**src/rtl/pwm_peripheral.sv**
```systemverilog
// rtl/pwm_peripheral.sv - 16-pin PWM/static output driver fed by the SPI register file.
// Optional macro PWM_SHADOW_DUTY_EN: duty updates are deferred to the period boundary.
module pwm_peripheral #(
    parameter int PRESCALE = 13
) (
    input  logic        clk,
    input  logic        rst_n,
    input  logic [7:0]  en_reg_out_7_0,
    input  logic [7:0]  en_reg_out_15_8,
    input  logic [7:0]  en_reg_pwm_7_0,
    input  logic [7:0]  en_reg_pwm_15_8,
    input  logic [7:0]  pwm_duty_cycle,
    output logic [15:0] out,
    output logic        period_start
);

    localparam int PW = (PRESCALE > 1) ? $clog2(PRESCALE) : 1;
    localparam logic [PW-1:0] PRE_MAX = PW'(PRESCALE - 1);

    logic [PW-1:0] pre_cnt;
    logic [7:0]    pwm_cnt;
    logic [7:0]    duty_q;
    logic          tick;
    logic          wrap;
    logic          pwm_level;
    logic [15:0]   en_out;
    logic [15:0]   en_pwm;
    logic [15:0]   next_out;

    assign tick = (pre_cnt == PRE_MAX);
    assign wrap = tick && (pwm_cnt == 8'hFF);

    always_ff @(posedge clk or negedge rst_n) begin
        if (!rst_n) begin
            pre_cnt <= '0;
            pwm_cnt <= 8'h00;
        end else begin
            pre_cnt <= tick ? '0 : pre_cnt + PW'(1);
            if (tick) begin
                pwm_cnt <= pwm_cnt + 8'd1;
            end
        end
    end

    always_ff @(posedge clk or negedge rst_n) begin
        if (!rst_n) begin
            duty_q <= 8'h00;
`ifdef PWM_SHADOW_DUTY_EN
        end else if (wrap) begin
            duty_q <= pwm_duty_cycle;
`else
        end else begin
            duty_q <= pwm_duty_cycle;
`endif
        end
    end

    // 0xFF is full-on rather than 255/256 so the top code really means 100%.
    assign pwm_level = (duty_q == 8'hFF) ? 1'b1 : (pwm_cnt < duty_q);

    assign en_out   = {en_reg_out_15_8, en_reg_out_7_0};
    assign en_pwm   = {en_reg_pwm_15_8, en_reg_pwm_7_0};
    assign next_out = en_out & (~en_pwm | {16{pwm_level}});

    always_ff @(posedge clk or negedge rst_n) begin
        if (!rst_n) begin
            out          <= 16'h0000;
            period_start <= 1'b0;
        end else begin
            out          <= next_out;
            period_start <= wrap;
        end
    end

endmodule

```
**config.mk**
```make
export PLATFORM = sky130hd
export DESIGN_NAME = pwm_peripheral
export DESIGN_NICKNAME = d
export VERILOG_FILES = /design/src/rtl/pwm_peripheral.sv
export SDC_FILE = /design/constraint.sdc
export NUM_CORES = 1
export LEC_CHECK = 0
export BUFFER_PORTS_ARGS = -buffer_cell sky130_fd_sc_hd__buf_4
export CAP_MARGIN = 40
export CELL_PAD_IN_SITES_DETAIL_PLACEMENT = 0
export CELL_PAD_IN_SITES_GLOBAL_PLACEMENT = 1
export CORE_UTILIZATION = 40
export CTS_CLUSTER_DIAMETER = 60
export DETAILED_ROUTE_END_ITERATION = 8
export GPL_TIMING_DRIVEN = 0
export PLACE_DENSITY = 0.82
export REMOVE_ABC_BUFFERS = 1
export SLEW_MARGIN = 20
export SYNTH_ARGS = -nofsm -noshare
export SYNTH_HDL_FRONTEND = slang
export SYNTH_SLANG_ARGS = --single-unit
```
**constraint.sdc**
```tcl
create_clock -name clk -period 3.7 [get_ports clk]
set_input_delay 0.555 -clock clk [delete_from_list [all_inputs] [get_ports clk]]
set_output_delay 0.555 -clock clk [all_outputs]
set_load 0.03 [all_outputs]
```
==> results.cfg, run 1 <==
[place]
io_buffers = 58
dp_hpwl_um = 2202
dp_slack_ns = 1.487
globalplace.congestion = 0.7679
place_area_mm2 = 0.002043

[timing]
fin_ws_ns = 1.507
grt_setup_unrepaired = no
finalMaxSlewViolations = 0
timing.final.crit_period_ns = 2.193
timing.final.crit_share_pct = 59.27
fin_setup_tns_ns = 0
setup_viol = 0
worstMarginPinSlew_ns = 0.8163
fmax_mhz = 456.0
finClkSkew_ns = 0.007178
max_slew_margin_pct = 45.58
hold_viol = 0

[global_routing]
grtUsageTotal_pct = 16.21
grt_overflow = 0
grt_max_degree = 38
antenna_found_initial = 0
grt_pass1_vias = 1175
grt_pass1_wl_um = 4830

[route]
routed_wl_um = 2769
drt_iter0_markers = 8
vias = 1065
viasPerCell = 4.797
wire_per_inst_um = 12.47
drt-pass1-iter-count = 4
drc = 0
ant_nets = 0

[layout]
nFillCells = 314
layout_common_cells = 58 x buf_4, 37 x dfrtp_1, 10 x inv_1, 10 x a21boi_2, 10 x ha_1
mostFrequentLayoutCell = buf_4
fin_nets = 226
multi_input_area_um2 = 584.3
drive_above_1_share_pct = 46.55
regArea_um2 = 925.9
stdcell_area_mm2 = 0.002130
n_antenna_cell = 0
syn_to_final_growth_pct = 37.15

[synthesis]
synthCells = 111
ys_seq_area_share_pct = 59.63
async_reset_ff_share_pct = 100.0
yosysWarningCount = 0
synthesis.area_mm2 = 0.001553
synth-edff-count = 0
synth-seq-cells = 37
syn_avg_cell_area_um2 = 13.99
ys_types = 27
synthFlopType = dfrtp_1

[clock_network]
cts_inserted_buffers = 5
htreeDepth = 2
cts_sinks = 37
hold_buffers = 0
clk_pin_slew_ns = 0.07
clock_latency_ns = 0.29
clockBufferDepth = 2
ctsResizeCount = 0
cts_tree = built
cts_setup_buffers = 0
clock_tree.root_cell = clkbuf_8

[floorplanning]
fp.dieW_um = 64.31
fp-row-count = 22
initial_core_util_pct = 42.10
core_mm2 = 0.003689
ios = 59
dieArea_mm2 = 0.004135
die-height_um = 64.31

[critical_path]
critPathRequiredTime_ns = 3.82
worstSetupPathType = reg2reg
worst_ep_arrival_time_ns = 2.32
critical_path.endpoint_type = flip-flop
cp-start-kind = flip-flop
reg2reg_slack_ns = 1.51
path_max_fanout = 16
rr_startpoint = pwm_cnt[7]$_DFFE_PN0P_
reg2reg_depth = 5
rr_endpoint = out[0]$_DFF_PN0_
worstSetupEndpoint = out[0]$_DFF_PN0_
startpoint = pwm_cnt[7]$_DFFE_PN0P_

[power_and_ir_drop]
seqPwrFrac_pct = 53.2
ir_drop_mv = 0.2017
intPower_w = 0.0006150
power_frac_comb_pct = 11.7
power.density_mw_per_mm2 = 373.6
p_sw_share_pct = 22.70
p_clk_share_pct = 35.1
p_leak_nw = 1.059
p_switching_w = 0.0001806

[hold_path]
min_path_type = in2async

[run]
drv_cap = 0

[status]
outcome = finished clean
[per-layer routing]
| layer | GRT usage [%] | wire, µm | part of all wire, % |
|---|---|---|---|
| met2 | 26.97 | 1375 | 50 |
| met4 | 13.33 | 104 | 3.8 |
| met3 | 7.143 | 324 | 12 |
| met5 | 0 | 0 | 0 |
| met1 | 15.16 | 965 | 35 |
[metrics by stage]
| stage | hold WS [ns] | total power (W) | cells | utilization, % |
|---|---|---|---|---|
| floorplan | 0.2594 | 0.0004658 | 109 | - |
| CTS | 0.2184 | 0.0008076 | 222 | 57.73 |
| finish | 0.2069 | 0.0007956 | 222 | 57.73 |
| global route | 0.2427 | 0.0008284 | 222 | 57.73 |
| global placement | 0.4509 | 0.0005232 | 215 | 55.09 |
| detailed placement | 0.4786 | 0.0005261 | 215 | 55.39 |
[worst min path at each step]
stage,end,depth (start not counted)
finish,pwm_cnt[4]$_DFFE_PN0P_,1
global route,pre_cnt[2]$_DFF_PN0_,1
CTS,pwm_cnt[4]$_DFFE_PN0P_,1
detailed placement,pre_cnt[3]$_DFF_PN0_,1
global placement,pre_cnt[3]$_DFF_PN0_,1
floorplan,duty_q[0]$_DFF_PN0_,0
[registers in the layout, summed over array words and instances, names as in the netlist]
name,count
pre_cnt,4
out,16
pwm_cnt,8
duty_q,8
period_start,1
[power groups by stage]
stage	registers [W]	logic, W	clock network, W
global route	0.000424	0.000101	0.000303
floorplan	0.000449	0.0000165	0
CTS	0.000423	0.0000955	0.000289
detailed placement	0.000431	0.0000955	0
global placement	0.000430	0.0000927	0
finish	0.000423	0.0000934	0.000279
[critical path, stage by stage, from the launching register on]
cell and delay (ns):
dfrtp_1 0.43, ha_1 0.33, and4_2 0.23, o21ai_2 0.07, o32ai_4 0.74, a21boi_0 0.23
[final cells by class]
type                       instances  share of cell area (%)
multi-input combinational         62                   27.44
timing repair buffer              58                   20.45
sequential                        37                   43.48
clock buffer                       7                   4.054
inverter                          10                   1.763
tap                               48                   2.820
[cell families (layout without fill, tap and decap cells)]
logic type,after synthesis,in the layout,synth area share [%]
buffers and inverters,12,75,3.465
multiplexers,1,1,0.7252
AO/OA/AOI/OAI,26,26,16.76
adder cells (fa/ha/maj),10,10,8.058
flip-flops,37,37,59.63
XOR/XNOR,8,8,4.513
AND/OR/NAND/NOR,17,17,6.849
[synth_stat cells (all sizes together) (2+ instances only)]
master  number  area share (%)
inv         10             2.4
xor2         3             1.7
a21oi        2            0.64
nand3        3            0.97
nor2         4            0.97
o21ai        2            0.89
and3         3             1.2
nand4        2            0.81
and4         3             1.8
ha          10             8.1
a21boi      16              10
dfrtp       37              60
xnor2        5             2.8
(Power assumes the default switching activity.)
==> run 2, diff against run 1 <==
--- a/config.mk
+++ b/config.mk
@@ -9,11 +9,11 @@
 export CAP_MARGIN = 40
 export CELL_PAD_IN_SITES_DETAIL_PLACEMENT = 0
 export CELL_PAD_IN_SITES_GLOBAL_PLACEMENT = 1
-export CORE_UTILIZATION = 40
+export CORE_UTILIZATION = 34
 export CTS_CLUSTER_DIAMETER = 60
 export DETAILED_ROUTE_END_ITERATION = 8
 export GPL_TIMING_DRIVEN = 0
-export PLACE_DENSITY = 0.82
+export PLACE_DENSITY = 0.74
 export REMOVE_ABC_BUFFERS = 1
 export SLEW_MARGIN = 20
 export SYNTH_ARGS = -nofsm -noshare
==> constraint.sdc (replaced) <==
create_clock -name clk -period 1.9 [get_ports clk]
set_input_delay 0.285 -clock clk [delete_from_list [all_inputs] [get_ports clk]]
set_output_delay 0.285 -clock clk [all_outputs]
set_load 0.03 [all_outputs]
==> run 2 against run 1 <==
Effect of this change: non-clock buffer count up 3; cell count up 3.6%; first-iteration DRC count rose to 4.4 times the previous value; highest routed layer unchanged; critical endpoint is now out[5]$_DFF_PN0_; register-to-register slack worse by 1.4 ns.
==> results.cfg, run 2 (synthesis results as in run 1) <==
[critical_path]
path_cells = ha_1 > and4_2 > o21ai_2 > o32ai_4 > buf_12 > buf_4 > a21boi_2
rr_endpoint = out[5]$_DFF_PN0_
reg2reg_depth = 7
worstSetupPathType = reg2reg
cp-start-kind = flip-flop
crit_cells = 7
crit_family = flip-flops
rr_startpoint = pwm_cnt[7]$_DFFE_PN0P_
max_stage_delay_ns = 0.41
reg2reg_slack_ns = 0.1
cp_slowest_cell = dfrtp_1
critPathRequiredTime_ns = 2.07
worst_ep_arrival_time_ns = 1.97
cp.buffers_inverters = 2
path_max_fanout = 16
critical_path.endpoint_type = flip-flop
startpoint = pwm_cnt[7]$_DFFE_PN0P_
worstSetupEndpoint = out[5]$_DFF_PN0_

[timing]
setup_viol = 0
grt_setup_unrepaired = no
timing.final.crit_period_ns = 1.802
fin_ws_ns = 0.09830
max_slew_margin_pct = 70.28
timing.final.crit_share_pct = 94.83
worstMarginPinSlew_ns = 0.4458
finClkSkew_ns = 0.006184
fmax_mhz = 555.0
finalMaxSlewViolations = 0
hold_viol = 0

[place]
place_area_mm2 = 0.002048
placedCellCount = 219
dp_slack_ns = -0.2750
globalplace.congestion = 0.7473
dp_hpwl_um = 2233
io_buffers = 58

[clock_network]
cts_tree = built
cts_inserted_buffers = 5
clock_latency_ns = 0.28
htreeDepth = 2
clockBufferDepth = 2
clk_pin_slew_ns = 0.07
clock_tree.root_cell = clkbuf_8
cts_sinks = 37

[global_routing]
grtUsageTotal_pct = 13.60
grt_overflow = 0
antenna_found_initial = 0
grt_pass1_vias = 1208
grt_max_degree = 38
grt_pass1_wl_um = 5043

[floorplanning]
fp.dieW_um = 69.58
die-height_um = 69.58
ios = 59
dieArea_mm2 = 0.004841
initial_core_util_pct = 35.42
fp-row-count = 24
core_mm2 = 0.004384

[power_and_ir_drop]
power.density_mw_per_mm2 = 700.2
ir_drop_mv = 0.3546
p_leak_nw = 1.078
finalPower_w = 0.001521

[layout]
stdcell_area_mm2 = 0.002172
final_util_pct = 49.54
nFillCells = 386
drive_above_1_share_pct = 47.75
syn_to_final_growth_pct = 39.89
reg_top3 = out x16, duty_q x8, pwm_cnt x8
layout_common_cells = 59 x buf_4, 37 x dfrtp_1, 10 x inv_1, 10 x a21boi_2, 10 x ha_1
largest_register_ff_count = 16
mostFrequentLayoutCell = buf_4
fin_nets = 229
n_antenna_cell = 0
fin_cells = 230
regMostFlops = out

[route]
wire_per_inst_um = 12.40
drt-pass1-iter-count = 3
vias = 1061
viasPerCell = 4.613
drt_iter0_markers = 35
ant_nets = 0
drc = 0
routed_wl_um = 2852

[status]
outcome = finished clean

[run]
drv_cap = 0

[hold_path]
min_path_type = in2reg
[run 2: changes by cell type in the layout (fill, tap and decap cells not counted)]
cell,change
a21oi_1,-1
a21oi_2,+1
buf_12,+1
buf_4,+1
clkbuf_8,-1
clkinv_2,+2
dlygate4sd3_1,+1
[run 2: what timing repair did]
action | 4_1_cts | 5_1_grt
endpoints found under the setup margin | 16 | 3
gates cloned | 0 | 0
hold buffers | 1 | 0
resized for setup | 0 | 1
pin swaps | 1 | 0
endpoints found under the hold margin | 37 | 0
buffers inserted | 2 | 0
[run 2: metal layers]
layer | vias up | routed length, µm | track usage, %
li1 | 514 | - | -
met1 | 493 | 1109 | 14.45
met2 | 50 | 1411 | 22.11
met3 | 4 | 287 | 6.977
met4 | 0 | 44 | 6.803
met5 | - | 0 | 0
[run 2: worst min path at each step]
stage / from / to / slack, ns / depth (start not counted)
after floorplan: rst_n / duty_q[0]$_DFF_PN0_ / -0.01 / 0
after global placement: rst_n / pre_cnt[2]$_DFF_PN0_ / 0.27 / 1
after detailed placement: rst_n / pre_cnt[2]$_DFF_PN0_ / 0.27 / 1
after CTS: pwm_duty_cycle[5] / duty_q[5]$_DFF_PN0_ / 0.09 / 1
after global routing: pwm_duty_cycle[5] / duty_q[5]$_DFF_PN0_ / 0.08 / 1
final: pwm_duty_cycle[5] / duty_q[5]$_DFF_PN0_ / 0.11 / 1
[run 2: final cells by class]
cell class	count	area [µm²]	area share, %
clock inverter	2	10.01	0.4608
multi-input combinational	62	588.1	27.07
tap	52	65.06	2.995
timing repair buffer	61	473.0	21.77
clock buffer	6	72.57	3.341
inverter	10	37.54	1.728
sequential	37	925.9	42.63
[run 2: power by group]
part           switching (W)  internal [W]
registers          0.0000108      0.000814
clock network       0.000257      0.000254
logic              0.0000867     0.0000987
total               0.000355       0.00117
[run 2: through the flow]
stage	TNS (ns)	hold slack, ns
after global routing	0	0.08170
final	0	0.1051
after CTS	0	0.09298
after floorplan	-3.840	-0.01059
after global placement	-8.356	0.2662
after detailed placement	-3.099	0.2714
==> run 3, diff against run 2 <==
--- a/config.mk
+++ b/config.mk
@@ -9,11 +9,12 @@
 export CAP_MARGIN = 40
 export CELL_PAD_IN_SITES_DETAIL_PLACEMENT = 0
 export CELL_PAD_IN_SITES_GLOBAL_PLACEMENT = 1
-export CORE_UTILIZATION = 34
+export CORE_MARGIN = 5
+export CORE_UTILIZATION = 37
 export CTS_CLUSTER_DIAMETER = 60
 export DETAILED_ROUTE_END_ITERATION = 8
 export GPL_TIMING_DRIVEN = 0
-export PLACE_DENSITY = 0.74
+export PLACE_DENSITY = 0.76
 export REMOVE_ABC_BUFFERS = 1
 export SLEW_MARGIN = 20
 export SYNTH_ARGS = -nofsm -noshare
==> constraint.sdc (replaced) <==
create_clock -name clk -period 1.66 [get_ports clk]
set_input_delay 0.249 -clock clk [delete_from_list [all_inputs] [get_ports clk]]
set_output_delay 0.249 -clock clk [all_outputs]
set_load 0.03 [all_outputs]
==> run 3 against run 2 <==
Effect of this change: the run now ends with setup timing left; sequential power up 14%; sequential cell count unchanged; global-route usage up 0.56 points; cell count up 2.2%; first-iteration DRC count up 77%; utilization up 8.5 points; clock skew down 0.00070 ns; hold slack worse by 0.038 ns; via count up 3.8%; count of clock-buffer cells in the layout up 1; combinational power up 25%; non-clock buffer count up 7.
==> results.cfg, run 3 (synthesis results as in run 1) <==
[status]
outcome = finished, violations left
violations = setup timing

[route]
ant_nets = 0
drt-pass1-iter-count = 3
routed_wl_um = 3417
viasPerCell = 4.685
wire_per_inst_um = 14.54
vias = 1101
drc = 0
drt_iter0_markers = 62

[power_and_ir_drop]
p_clk_share_pct = 36.7
ir_drop_mv = 0.6180
intPower_w = 0.001429
seqPwrFrac_pct = 50.9
power.density_mw_per_mm2 = 793.1
p_switching_w = 0.0004265
p_leak_nw = 1.130
power_frac_comb_pct = 12.4
p_sw_share_pct = 22.98

[timing]
fmax_mhz = 566.1
worstMarginPinSlew_ns = 0.4561
fin_ws_ns = -0.1063
timing.final.crit_share_pct = 106.4
finClkSkew_ns = 0.005488
grt_setup_unrepaired = yes
finalMaxSlewViolations = 0
finalHoldWorstSlack_ns = 0.06676
max_slew_margin_pct = 69.60
setup_viol = 16
timing.final.crit_period_ns = 1.766
hold_viol = 0

[critical_path]
cp-start-kind = flip-flop
max_stage_delay_ns = 0.38
crit_path_frequent_cell = buf_12
worstSetupPathType = reg2reg
cp_slowest_cell = dfrtp_1
path_max_fanout = 6
reg2reg_slack_ns = -0.11
path_cells = inv_2 > ha_4 > and4_4 > o21ai_4 > o32ai_4 > buf_12 > buf_12 > a21boi_2
critical_path.endpoint_type = flip-flop
worst_ep_arrival_time_ns = 1.94
reg2reg_depth = 8
critPathRequiredTime_ns = 1.83

[global_routing]
grt_pass1_wl_um = 5706
grtUsageTotal_pct = 14.17
grt_pass1_vias = 1224
grt_overflow = 0
grt_max_degree = 38
antenna_found_initial = 0

[clock_network]
cts_tree = built
clockBufferDepth = 2
clock_tree.root_cell = clkbuf_8
cts_inserted_buffers = 5
htreeDepth = 2
clk_pin_slew_ns = 0.07
clock_latency_ns = 0.28
cts_sinks = 37

[layout]
regMostFlops = out
multi_input_area_um2 = 670.6
final_util_pct = 58.07
regArea_um2 = 925.9
fin_cells = 235
fin_nets = 236
mostFrequentLayoutCell = buf_4
syn_to_final_growth_pct = 50.68
layout_common_cells = 64 x buf_4, 37 x dfrtp_1, 12 x a21boi_2
drive_above_1_share_pct = 56.22
n_antenna_cell = 0
largest_register_ff_count = 16
reg_top3 = out x16, duty_q x8, pwm_cnt x8
nFillCells = 324

[place]
dp_hpwl_um = 2514
dp_slack_ns = -0.5221
globalplace.congestion = 0.6801
io_buffers = 58
placedCellCount = 217

[floorplanning]
fp.dieW_um = 74.78
fp-row-count = 23
initial_core_util_pct = 38.54
dieArea_mm2 = 0.005592
core_mm2 = 0.004029
ios = 59
die-height_um = 74.78

[run]
drv_cap = 0

[hold_path]
min_path_type = in2reg
hold_depth = 1
## run 3: worst max-delay path: cells and delay by family (launching register included)
| family | cells | cell delay (ns) |
|---|---|---|
| adders and majority gates | 1 | 0.27 |
| AOI/OAI and AO/OA | 3 | 0.43 |
| buffers and inverters | 3 | 0.33 |
| and+or+nand+nor | 1 | 0.24 |
| DFF | 1 | 0.38 |
## run 3: layer usage
layer	part of all wire (%)	track usage, %	vias up
li1	-	-	528
met1	37	15.81	520
met2	49	21.85	51
met3	13	9.079	2
met4	0.73	5.336	0
met5	0	0	-
## run 3: timing repair
| action | 4_1_cts | 5_1_grt |
|---|---|---|
| gates resized for setup | 16 | 5 |
| setup endpoints to repair | 18 | 19 |
| hold buffers | 1 | 0 |
| buffers inserted | 9 | 0 |
| pin swaps | 4 | 5 |
| cloned | 1 | 0 |
| endpoints found under the hold margin | 37 | 0 |
## run 3: metrics by stage
stage | TNS, ns | total power [W] | instance area [µm²]
after floorplan | -7.680 | 0.001038 | 1536
after global placement | -12.26 | 0.001167 | 2034
after detailed placement | -6.954 | 0.001175 | 2046
after CTS | -0.8825 | 0.001872 | 2347
after global routing | -2.272 | 0.001940 | 2340
final | -1.027 | 0.001856 | 2340
## run 3: worst paths after layout
kind,start,endpoint
max,duty_q[5]$_DFF_PN0_,out[12]$_DFF_PN0_
min,pwm_duty_cycle[4],duty_q[4]$_DFF_PN0_
max reg2reg,duty_q[5]$_DFF_PN0_,out[12]$_DFF_PN0_
min reg2reg,pre_cnt[0]$_DFF_PN0_,pre_cnt[0]$_DFF_PN0_
max in group asynchronous,rst_n,out[5]$_DFF_PN0_
min in group asynchronous,rst_n,pre_cnt[2]$_DFF_PN0_
## run 3: layout make-up
class	instances	area share [%]
Inverter	10	1.604
Tap cell	50	2.674
Multi-Input combinational cell	62	28.66
Clock buffer	7	4.118
Sequential cell	37	39.57
Timing Repair Buffer	68	23.16
Clock inverter	1	0.2139
## run 3: power groups by stage
stage / sequential (W) / combinational [W] / clock [W]
after floorplan: 0.00100 / 0.0000368 / 0
after global placement: 0.000959 / 0.000208 / 0
after detailed placement: 0.000960 / 0.000215 / 0
after CTS: 0.000944 / 0.000233 / 0.000696
after global routing: 0.000946 / 0.000252 / 0.000742
final: 0.000944 / 0.000231 / 0.000681
